`src/rtl/rv_pkg.sv`:
```
// ============================================================================
//  Module      : rv_pkg
//  Description : Shared RV32 constants: ALU control encodings, opcode and
//                funct constants, and the fetch/decode FSM state type.
//                Used by instr_fetch_decode, rtype_decoder and the ALU.
//  Revision    : 1.0 - initial release
// ============================================================================
`default_nettype none

package rv_pkg;

    // ALU operation select shared with the datapath ALU
    typedef enum logic [3:0] {
        ALU_ADD  = 4'd0,
        ALU_SUB  = 4'd1,
        ALU_SLL  = 4'd2,
        ALU_SLT  = 4'd3,
        ALU_SLTU = 4'd4,
        ALU_XOR  = 4'd5,
        ALU_SRL  = 4'd6,
        ALU_SRA  = 4'd7,
        ALU_OR   = 4'd8,
        ALU_AND  = 4'd9
    } alu_ctrl_t;

    // Fetch/decode sequencer states
    typedef enum logic [1:0] {
        ST_IDLE  = 2'd0,
        ST_FETCH = 2'd1,
        ST_EXEC  = 2'd2
    } fsm_state_t;

    localparam logic [6:0]  c_OPCODE_RTYPE  = 7'b0110011;
    localparam logic [6:0]  c_OPCODE_BRANCH = 7'b1100011;
    localparam logic [6:0]  c_FUNCT7_BASE   = 7'h00;
    localparam logic [6:0]  c_FUNCT7_ALT    = 7'h20;
    localparam logic [2:0]  c_FUNCT3_BEQ    = 3'b000;
    localparam logic [2:0]  c_FUNCT3_BNE    = 3'b001;
    // addi x0,x0,0 : a NOP whose register fields are all zero
    localparam logic [31:0] c_IR_RESET      = 32'h0000_0013;

endpackage : rv_pkg

`default_nettype wire

```
`src/rtl/rtype_decoder.sv`:
```
// ============================================================================
//  Module      : rtype_decoder
//  Description : Combinational R-type decoder. Maps {funct7[5], funct3} of an
//                OP instruction to the ALU control code and flags whether the
//                funct7/funct3 combination is a legal RV32I R-type.
//  Revision    : 1.0 - initial release
// ============================================================================
`default_nettype none

import rv_pkg::*;

module rtype_decoder (
    input  logic [31:0] ir,
    output logic [3:0]  alu_control,
    output logic        legal
);

    logic [6:0] w_funct7;
    logic [2:0] w_funct3;
    logic       w_unused_fields;

    assign w_funct7 = ir[31:25];
    assign w_funct3 = ir[14:12];

    // Register-number fields are decoded by the parent, not here
    assign w_unused_fields = &{1'b0, ir[24:15], ir[11:7]};

    // Decode ALU operation; anything outside the base/alt funct7 set is illegal
    always_comb begin
        alu_control = ALU_ADD;
        legal       = 1'b0;
        if (ir[6:0] == c_OPCODE_RTYPE) begin
            if (w_funct7 == c_FUNCT7_BASE) begin
                legal = 1'b1;
                case (w_funct3)
                    3'b000:  alu_control = ALU_ADD;
                    3'b001:  alu_control = ALU_SLL;
                    3'b010:  alu_control = ALU_SLT;
                    3'b011:  alu_control = ALU_SLTU;
                    3'b100:  alu_control = ALU_XOR;
                    3'b101:  alu_control = ALU_SRL;
                    3'b110:  alu_control = ALU_OR;
                    default: alu_control = ALU_AND;
                endcase
            end else if (w_funct7 == c_FUNCT7_ALT) begin
                // Only ADD->SUB and SRL->SRA have an alternate form
                if (w_funct3 == 3'b000) begin
                    legal       = 1'b1;
                    alu_control = ALU_SUB;
                end else if (w_funct3 == 3'b101) begin
                    legal       = 1'b1;
                    alu_control = ALU_SRA;
                end
            end
        end
    end

endmodule : rtype_decoder

`default_nettype wire

```
`src/rtl/instr_fetch_decode.sv`:
```
// ============================================================================
//  Module      : instr_fetch_decode
//  Description : Multi-cycle instruction fetch / decode sequencer. Fetches a
//                word from instruction memory (IDLE -> FETCH -> EXEC), holds
//                it in IR, drives register numbers and ALU control to the
//                datapath, and counts retired instructions.
//                Optional macro BRANCH_EN adds BEQ/BNE support using the
//                datapath zero flag.
//  Revision    : 1.0 - initial release
// ============================================================================
`default_nettype none

import rv_pkg::*;

module instr_fetch_decode #(
    parameter logic [31:0] RESET_PC = 32'h0000_0000,
    parameter int          PC_STEP  = 4
) (
    input  logic        clock,
    input  logic        reset,
    input  logic        run,
    output logic        imem_req,
    output logic [31:0] imem_addr,
    input  logic        imem_ack,
    input  logic [31:0] imem_rdata,
    output logic [4:0]  read_reg_num1,
    output logic [4:0]  read_reg_num2,
    output logic [4:0]  write_reg,
    output logic [3:0]  alu_control,
    output logic        regwrite,
    input  logic        zero_flag,
    output logic        illegal_instr,
    output logic [31:0] retired_count
);

    localparam logic [31:0] c_PC_STEP = 32'(PC_STEP);

    fsm_state_t  r_state;
    fsm_state_t  w_next_state;
    logic [31:0] r_pc;
    logic [31:0] r_ir;
    logic [31:0] r_retired;
    logic [31:0] w_next_pc;
    logic [3:0]  w_rtype_alu;
    logic        w_rtype_legal;

`ifdef BRANCH_EN
    logic        w_is_branch;
    logic        w_branch_taken;
    logic [31:0] w_b_imm;

    // BEQ/BNE differ only in funct3[0]; taken when zero flag matches
    assign w_is_branch    = (r_ir[6:0] == c_OPCODE_BRANCH) &&
                            ((r_ir[14:12] == c_FUNCT3_BEQ) || (r_ir[14:12] == c_FUNCT3_BNE));
    assign w_branch_taken = r_ir[12] ? ~zero_flag : zero_flag;
    assign w_b_imm        = {{19{r_ir[31]}}, r_ir[31], r_ir[7], r_ir[30:25], r_ir[11:8], 1'b0};
`else
    logic w_unused_zero;
    assign w_unused_zero = &{1'b0, zero_flag};
`endif

    rtype_decoder u_rtype_decoder (
        .ir          (r_ir),
        .alu_control (w_rtype_alu),
        .legal       (w_rtype_legal)
    );

    // State register
    always_ff @(posedge clock) begin
        if (reset) begin
            r_state <= ST_IDLE;
        end else begin
            r_state <= w_next_state;
        end
    end

    // Next-state logic; a fetch once requested always runs through EXEC
    always_comb begin
        w_next_state = r_state;
        case (r_state)
            ST_IDLE:  if (run)      w_next_state = ST_FETCH;
            ST_FETCH: if (imem_ack) w_next_state = ST_EXEC;
            ST_EXEC:  w_next_state = run ? ST_FETCH : ST_IDLE;
            default:  w_next_state = ST_IDLE;
        endcase
    end

    // PC, IR and retired counter; IR loads only on the ack of an active fetch
    always_ff @(posedge clock) begin
        if (reset) begin
            r_pc      <= RESET_PC;
            r_ir      <= c_IR_RESET;
            r_retired <= 32'd0;
        end else begin
            if ((r_state == ST_FETCH) && imem_ack) begin
                r_ir <= imem_rdata;
            end
            if (r_state == ST_EXEC) begin
                r_pc      <= w_next_pc;
                r_retired <= r_retired + 32'd1;
            end
        end
    end

    // Execute-stage controls, forced to neutral values outside EXEC
    always_comb begin
        alu_control   = ALU_ADD;
        regwrite      = 1'b0;
        illegal_instr = 1'b0;
        w_next_pc     = r_pc + c_PC_STEP;
        if (r_state == ST_EXEC) begin
            if (w_rtype_legal) begin
                alu_control = w_rtype_alu;
                regwrite    = (r_ir[11:7] != 5'd0);
            end
`ifdef BRANCH_EN
            else if (w_is_branch) begin
                alu_control = ALU_SUB;
                if (w_branch_taken) begin
                    w_next_pc = r_pc + w_b_imm;
                end
            end
`endif
            else begin
                illegal_instr = 1'b1;
            end
        end
    end

    assign imem_req      = (r_state == ST_FETCH);
    assign imem_addr     = r_pc;
    assign read_reg_num1 = r_ir[19:15];
    assign read_reg_num2 = r_ir[24:20];
    assign write_reg     = r_ir[11:7];
    assign retired_count = r_retired;

endmodule : instr_fetch_decode

`default_nettype wire

```
`config.mk`:
```
export PLATFORM = sky130hd
export DESIGN_NAME = instr_fetch_decode
export DESIGN_NICKNAME = d
export VERILOG_FILES = /design/src/rtl/rv_pkg.sv /design/src/rtl/rtype_decoder.sv /design/src/rtl/instr_fetch_decode.sv
export SDC_FILE = /design/constraint.sdc
export NUM_CORES = 1
export LEC_CHECK = 0
export ABC_AREA = 1
export ABC_CLOCK_PERIOD_IN_PS = 1800
export CAP_MARGIN = 20
export CORE_ASPECT_RATIO = 1.1
export CORE_MARGIN = 5
export CORE_UTILIZATION = 40
export DETAILED_ROUTE_END_ITERATION = 8
export HOLD_SLACK_MARGIN = 0.15
export PLACE_DENSITY = 0.7
export SETUP_SLACK_MARGIN = 0.15
export SLEW_MARGIN = 40
export SYNTH_ARGS = -nofsm -noshare
export SYNTH_HDL_FRONTEND = slang
export SYNTH_SLANG_ARGS = --single-unit
```
`constraint.sdc`:
```
create_clock -name clock -period 1.8 [get_ports clock]
set_input_delay 0.54 -clock clock [delete_from_list [all_inputs] [get_ports clock]]
set_output_delay 0.54 -clock clock [all_outputs]
set_load 0.05 [all_outputs]
```
==> impl_metrics.ini, run 1 <==
[detailed_routing]
vias = 4978
drc_errors = 0
vias_per_cell = 4.93
avgRoutedWirePerCell_microns = 13.3
postRouteWirelength_microns = 13500
detail-route-antenna-nets = 0
drtIter0Drc = 279
dr.pass1.iters = 5

[cells_and_area]
fillers = 1044
fin_nets = 891
fin_util_pct = 62.4
antenna_cells = 0
drive_gt1_share_pct = 24.3
syn_to_final_growth_pct = 53.5

[sta]
totalNegativeSetupSlack_ps = -2100
fin_crit_ps = 2170
setup_viol = 6
final_hold_viol_count = 0
holdWs_ps = 442
drv_slew = 0
rsz0062_at_grt = true
period_share_pct = 121
fmax_mhz = 461
worst_slack_ps = -371
skew_ps = 7.38

[setup_path]
cpPeakStageDelay_ps = 300
r2r_cells = 8
worstPathArrival_ps = 1630
reg2reg_slack_ps = 230
end_kind = output pin
worst-setup-path-type = reg -> out
cp-start-kind = flop
cp-startpoint = r_ir[28]
path_buf_inv = 3
crit_fanout = 3
critical_path.cell_chain = inv_1 -> nand4_1 -> buf_4 -> a211oi_4 -> nand2_2 -> nor2_4 -> buf_12
worst-path-stages = 7
cp_slowest_cell = dfxtp_1
cp.required_ps = 1260
endpoint = alu_control[2]
crit_family = simple AND/OR/NAND/NOR gates
regToRegEndpoint = imem_addr[28]
r2r_start = imem_addr[3]

[placement]
place_hpwl_microns = 9610
io_buffers = 119
gp_congestion = 0.864

[clock_tree]
clockRootBuffer = clkbuf_16
clk_pin_slew_ps = 60
cts_max_level = 3
clockBufferDepth = 2
cts_tree = yes
clock-sinks = 96
worstSkewPairLatency_ps = 340
cts_buffers = 9

[synth]
synthDistinctLibCells = 32
yosysMostFrequentCell = nand2_1
synth_area_leaders = dfxtp_1 (39%), nand2_1 (14%), nor2_1 (8.2%), inv_1 (6.7%), a21oi_1 (6.2%)
synth_edf_count = 0
ys_ff_latch = 96
ys.flop_type = dfxtp_1
syn_area_per_cell_sq_um = 6.64
synth_area_sq_um = 4870
synthArstFlopShare_pct = 0
ys_seq_area_share_pct = 39.4
yosys.area.top_type = dfxtp_1
netlist.area_leader.share_pct = 39.4
synth_common_cells = nand2_1 (185), nor2_1 (106), dfxtp_1 (96)
syn_inst = 734
ys_warn_count = 0

[run]
drv_cap = 0

[global_route]
antenna_found_initial = 0
grt_pass1_vias = 4512
grt_max_degree = 57
overflow = 0
grt_use_total_pct = 17.9
grt_pass1_wl_microns = 21200

[floorplanning]
start_util_pct = 40.7
row_count = 42
dieArea_sq_um = 14500
fp.dieW_microns = 115
die-height_microns = 126
io_pins = 123
coreArea_sq_um = 12000

[outcome]
run_status = finished with violations
failed_checks = negative setup slack

[min_path]
min_path_cells = 2
hp-class = reg -> reg

[power_and_ir_drop]
power_leakage_nw = 2.81
vdd_drop_max_mv = 0.485
power_density_nw_per_um2 = 655
[cell families (layout without fill, tap and decap cells)]
group                      after synthesis  count (layout)  synth area share, %
AOI/OAI and AO/OA                      110             110                 11.9
xor gates and xnor gates                 4               4                0.719
adders and majority gates                2               2                0.514
buffers and inverters                  126             247                 11.4
DFF                                     96              96                 39.4
other                                    1               2               0.0770
and+or+nand+nor                        395             395                 36.0
[metrics by stage]
stage | total power, mW | instances | cell area (sq um) | setup WS [ps]
final | 4.90 | 1010 | 7480 | -371
after global routing | 5.08 | 1010 | 7480 | -463
after CTS | 4.94 | 1007 | 7340 | -398
after detailed placement | 2.70 | 991 | 6940 | -40.2
after global placement | 2.69 | 991 | 6940 | -6.61
after floorplan | 2.51 | 735 | 4970 | -18.4
[cell type report]
type / instances / area (sq um) / share of cell area [%]
multi-input cells: 513 / 2620 / 35.0
flip-flops and latches: 96 / 1960 / 26.2
well taps: 154 / 193 / 2.58
clock inverters: 3 / 90.1 / 1.20
inverters: 90 / 344 / 4.60
clock buffers: 12 / 246 / 3.30
repair buffers: 142 / 2030 / 27.1
[layout by cell type (no fill, tap or decap), types with 5 or more instances in the layout]
cell type        Yosys  routed
a21oi_1             60      59
buf_12               0      70
buf_4               18      36
clkbuf_16            0       9
clkdlybuf4s50_1      0      34
dfxtp_1             96      72
dfxtp_2              0      21
inv_1               87      83
nand2_1            185     180
nand3_1             39      36
nand3_2              4       7
nand4_1             20      20
nor2_1             106      91
nor2_2               9      11
nor2_4               9      22
nor3_1              17      12
nor3_2               1       5
o21ai_0             38      38
[power breakdown]
group	switching, mW	internal [mW]
registers	0.0278	2.16
clock network	0.801	1.39
logic	0.290	0.225
[flip-flops by register name, summed over array words and instances (netlist names)]
signal and count:
retired_count 32, r_state 2, imem_addr 30, r_ir 32
[routing by layer]
metal	GRT usage (%)	part of all wire (%)	vias up	wire length (microns)
met5	0	0	-	0
met3	3.17	5.5	23	745
met2	29.5	48	155	6440
met1	23.6	45	2242	6040
met4	5.73	1.7	0	235
li1	-	-	2558	-
[tightest hold or removal path, delay by kind of cell, from the launching register on]
kind | cells | cell delay, ps
compound gates | 1 | 50
flops | 1 | 310
buf+inv | 1 | 40
[how the worst min path moves through the flow]
stage	start	end	slack [ps]
after floorplan	r_ir[6]	r_ir[6]	430
after global placement	r_ir[6]	r_ir[6]	440
after detailed placement	r_ir[29]	r_ir[29]	450
after CTS	r_ir[29]	r_ir[29]	460
after global routing	r_ir[6]	r_ir[6]	470
final	r_ir[26]	r_ir[26]	440
[timing repair]
item | in CTS | in global routing
gates resized for setup | 16 | 38
pin swaps | 10 | 13
endpoints found under the setup margin | 9 | 36
setup buffers | 1 | 3
hold buffers | 0 | 0
Note: power is estimated with default switching activity, not from simulation.
==> inputs of run 2 (changes only) <==
--- a/config.mk
+++ b/config.mk
@@ -13,7 +13,7 @@
 export CORE_UTILIZATION = 40
 export DETAILED_ROUTE_END_ITERATION = 8
 export HOLD_SLACK_MARGIN = 0.15
-export PLACE_DENSITY = 0.7
+export PLACE_DENSITY = 0.79
 export SETUP_SLACK_MARGIN = 0.15
 export SLEW_MARGIN = 40
 export SYNTH_ARGS = -nofsm -noshare
==> impl_metrics.ini, run 2 (synthesized netlist as in run 1, its figures left out) <==
[setup_path]
regToRegEndpoint = retired_count[24]
reg2reg_slack_ps = 230
cp.required_ps = 1260
cp_slowest_cell = nor3_4
worst-setup-path-type = reg -> out
end_kind = output pin
cpPeakStageDelay_ps = 340
critical_path.cell_chain = inv_1 -> nand4_1 -> nor3_4 -> nor3b_4 -> buf_12
crit_fanout = 3
r2r_cells = 8
cp-start-kind = flop
r2r_start = retired_count[0]
worstPathArrival_ps = 1660

[detailed_routing]
dr.pass1.iters = 5
avgRoutedWirePerCell_microns = 13.4
detail-route-antenna-nets = 0
vias_per_cell = 4.94
drtIter0Drc = 462
vias = 4979
postRouteWirelength_microns = 13500
drc_errors = 0

[min_path]
hp-class = reg -> reg
min_path_cells = 2
min-delay-start = r_ir[25]
hold_path_end = r_ir[25]

[run]
drv_cap = 0

[outcome]
run_status = finished with violations
failed_checks = negative setup slack

[floorplanning]
io_pins = 123
coreArea_sq_um = 12000
start_util_pct = 40.7
fp.dieW_microns = 115
dieArea_sq_um = 14500
die-height_microns = 126
row_count = 42

[clock_tree]
clockRootBuffer = clkbuf_16
worstSkewPairLatency_ps = 340
cts_tree = yes
cts_buffers = 9
clk_pin_slew_ps = 60
ctsHoldBuffers = 0
cts_max_level = 3
clock-sinks = 96
clockBufferDepth = 2

[power_and_ir_drop]
power_leakage_nw = 2.79
power_density_nw_per_um2 = 631
p_total_mw = 4.69
vdd_drop_max_mv = 0.458

[sta]
holdWs_ps = 444
setup_viol = 6
fmax_mhz = 455
fin_crit_ps = 2200
drv_slew = 0
final_hold_viol_count = 0
rsz0062_at_grt = true
period_share_pct = 122
totalNegativeSetupSlack_ps = -2170
skew_ps = 5.70
worst_slack_ps = -400

[cells_and_area]
fin_util_pct = 62.0
syn_to_final_growth_pct = 52.4
fin_nets = 889
fin_area_sq_um = 7430
final_common_cell = nand2_1
antenna_cells = 0
ff_latch_area_sq_um = 1950
final_cell_mix = nand2_1 (181), nor2_1 (92), inv_1 (82), dfxtp_1 (74), buf_12 (74)
fillers = 1052
multiInputGateArea_sq_um = 2570
drive_gt1_share_pct = 23.4

[global_route]
grt_max_degree = 57
grt_pass1_wl_microns = 21900
antenna_found_initial = 0
grt_use_total_pct = 18.5
grt_pass1_vias = 4660
overflow = 0

[placement]
gp_congestion = 0.893
place_area_sq_um = 6970
io_buffers = 119
place_hpwl_microns = 9790
## run 2: changes by cell type in the layout (fill, tap and decap cells not counted), sizes merged
| cell | previous run | this run |
|---|---|---|
| clkbuf | 12 | 11 |
| clkdlybuf4s50 | 34 | 35 |
| bufinv | 3 | 2 |
| buf | 108 | 105 |
| clkinv | 1 | 3 |
## run 2: power breakdown
group	total, mW	internal, mW	switching (mW)
logic	0.495	0.217	0.277
clock network	2.00	1.21	0.794
registers	2.19	2.16	0.0271
total	4.69	3.59	1.10
## run 2: critical path, delay by kind of cell (launching register included)
| family | cells | cell delay [ps] |
|---|---|---|
| and+or+nand+nor | 3 | 790 |
| DFF | 1 | 300 |
| buffers and inverters | 2 | 230 |
## run 2: through the flow
stage          cells  setup WS (ps)
2_1_floorplan    735          -18.4
4_1_cts         1007           -413
6_report        1008           -400
5_1_grt         1008           -545
3_3_place_gp     990           9.19
3_5_place_dp     990          -40.5
## run 2: area by class of cell
class | instances | share of cell area [%]
multi-input cells | 513 | 34.6
clock inverters | 4 | 0.944
inverters | 90 | 4.60
flip-flops and latches | 96 | 26.3
clock buffers | 11 | 3.13
well taps | 154 | 2.59
repair buffers | 140 | 27.9
## run 2: worst max-delay path by stage
stage                     depth (start not counted)        endpoint  slack [ps]       start
final                                             5  alu_control[3]        -400     r_ir[3]
after global routing                              7  alu_control[3]        -540    r_ir[28]
after CTS                                         7  alu_control[1]        -410    r_ir[28]
after detailed placement                          7  alu_control[1]         -40    r_ir[26]
after global placement                            7  alu_control[3]           9    r_ir[28]
after floorplan                                   5  alu_control[3]         -20  r_state[0]
## run 2: what timing repair did
action	CTS	global route
setup endpoints to repair	6	31
resized for setup	6	39
pin swaps	3	16
setup buffers	2	1
## run 2: metal layers
metal	wire [microns]	GRT usage [%]	share of wire, %
met3	875	3.89	6.5
met4	206	8.36	1.5
met2	6590	30.3	49
met5	0	0	0
met1	5800	23.2	43
==> inputs of run 3 (changes only) <==
--- a/config.mk
+++ b/config.mk
@@ -15,7 +15,7 @@
 export HOLD_SLACK_MARGIN = 0.15
 export PLACE_DENSITY = 0.79
 export SETUP_SLACK_MARGIN = 0.15
-export SLEW_MARGIN = 40
+export SLEW_MARGIN = 20
 export SYNTH_ARGS = -nofsm -noshare
 export SYNTH_HDL_FRONTEND = slang
 export SYNTH_SLANG_ARGS = --single-unit
==> results of run 3 <==
Final layout, timing and power as in run 2 (identical DEF).
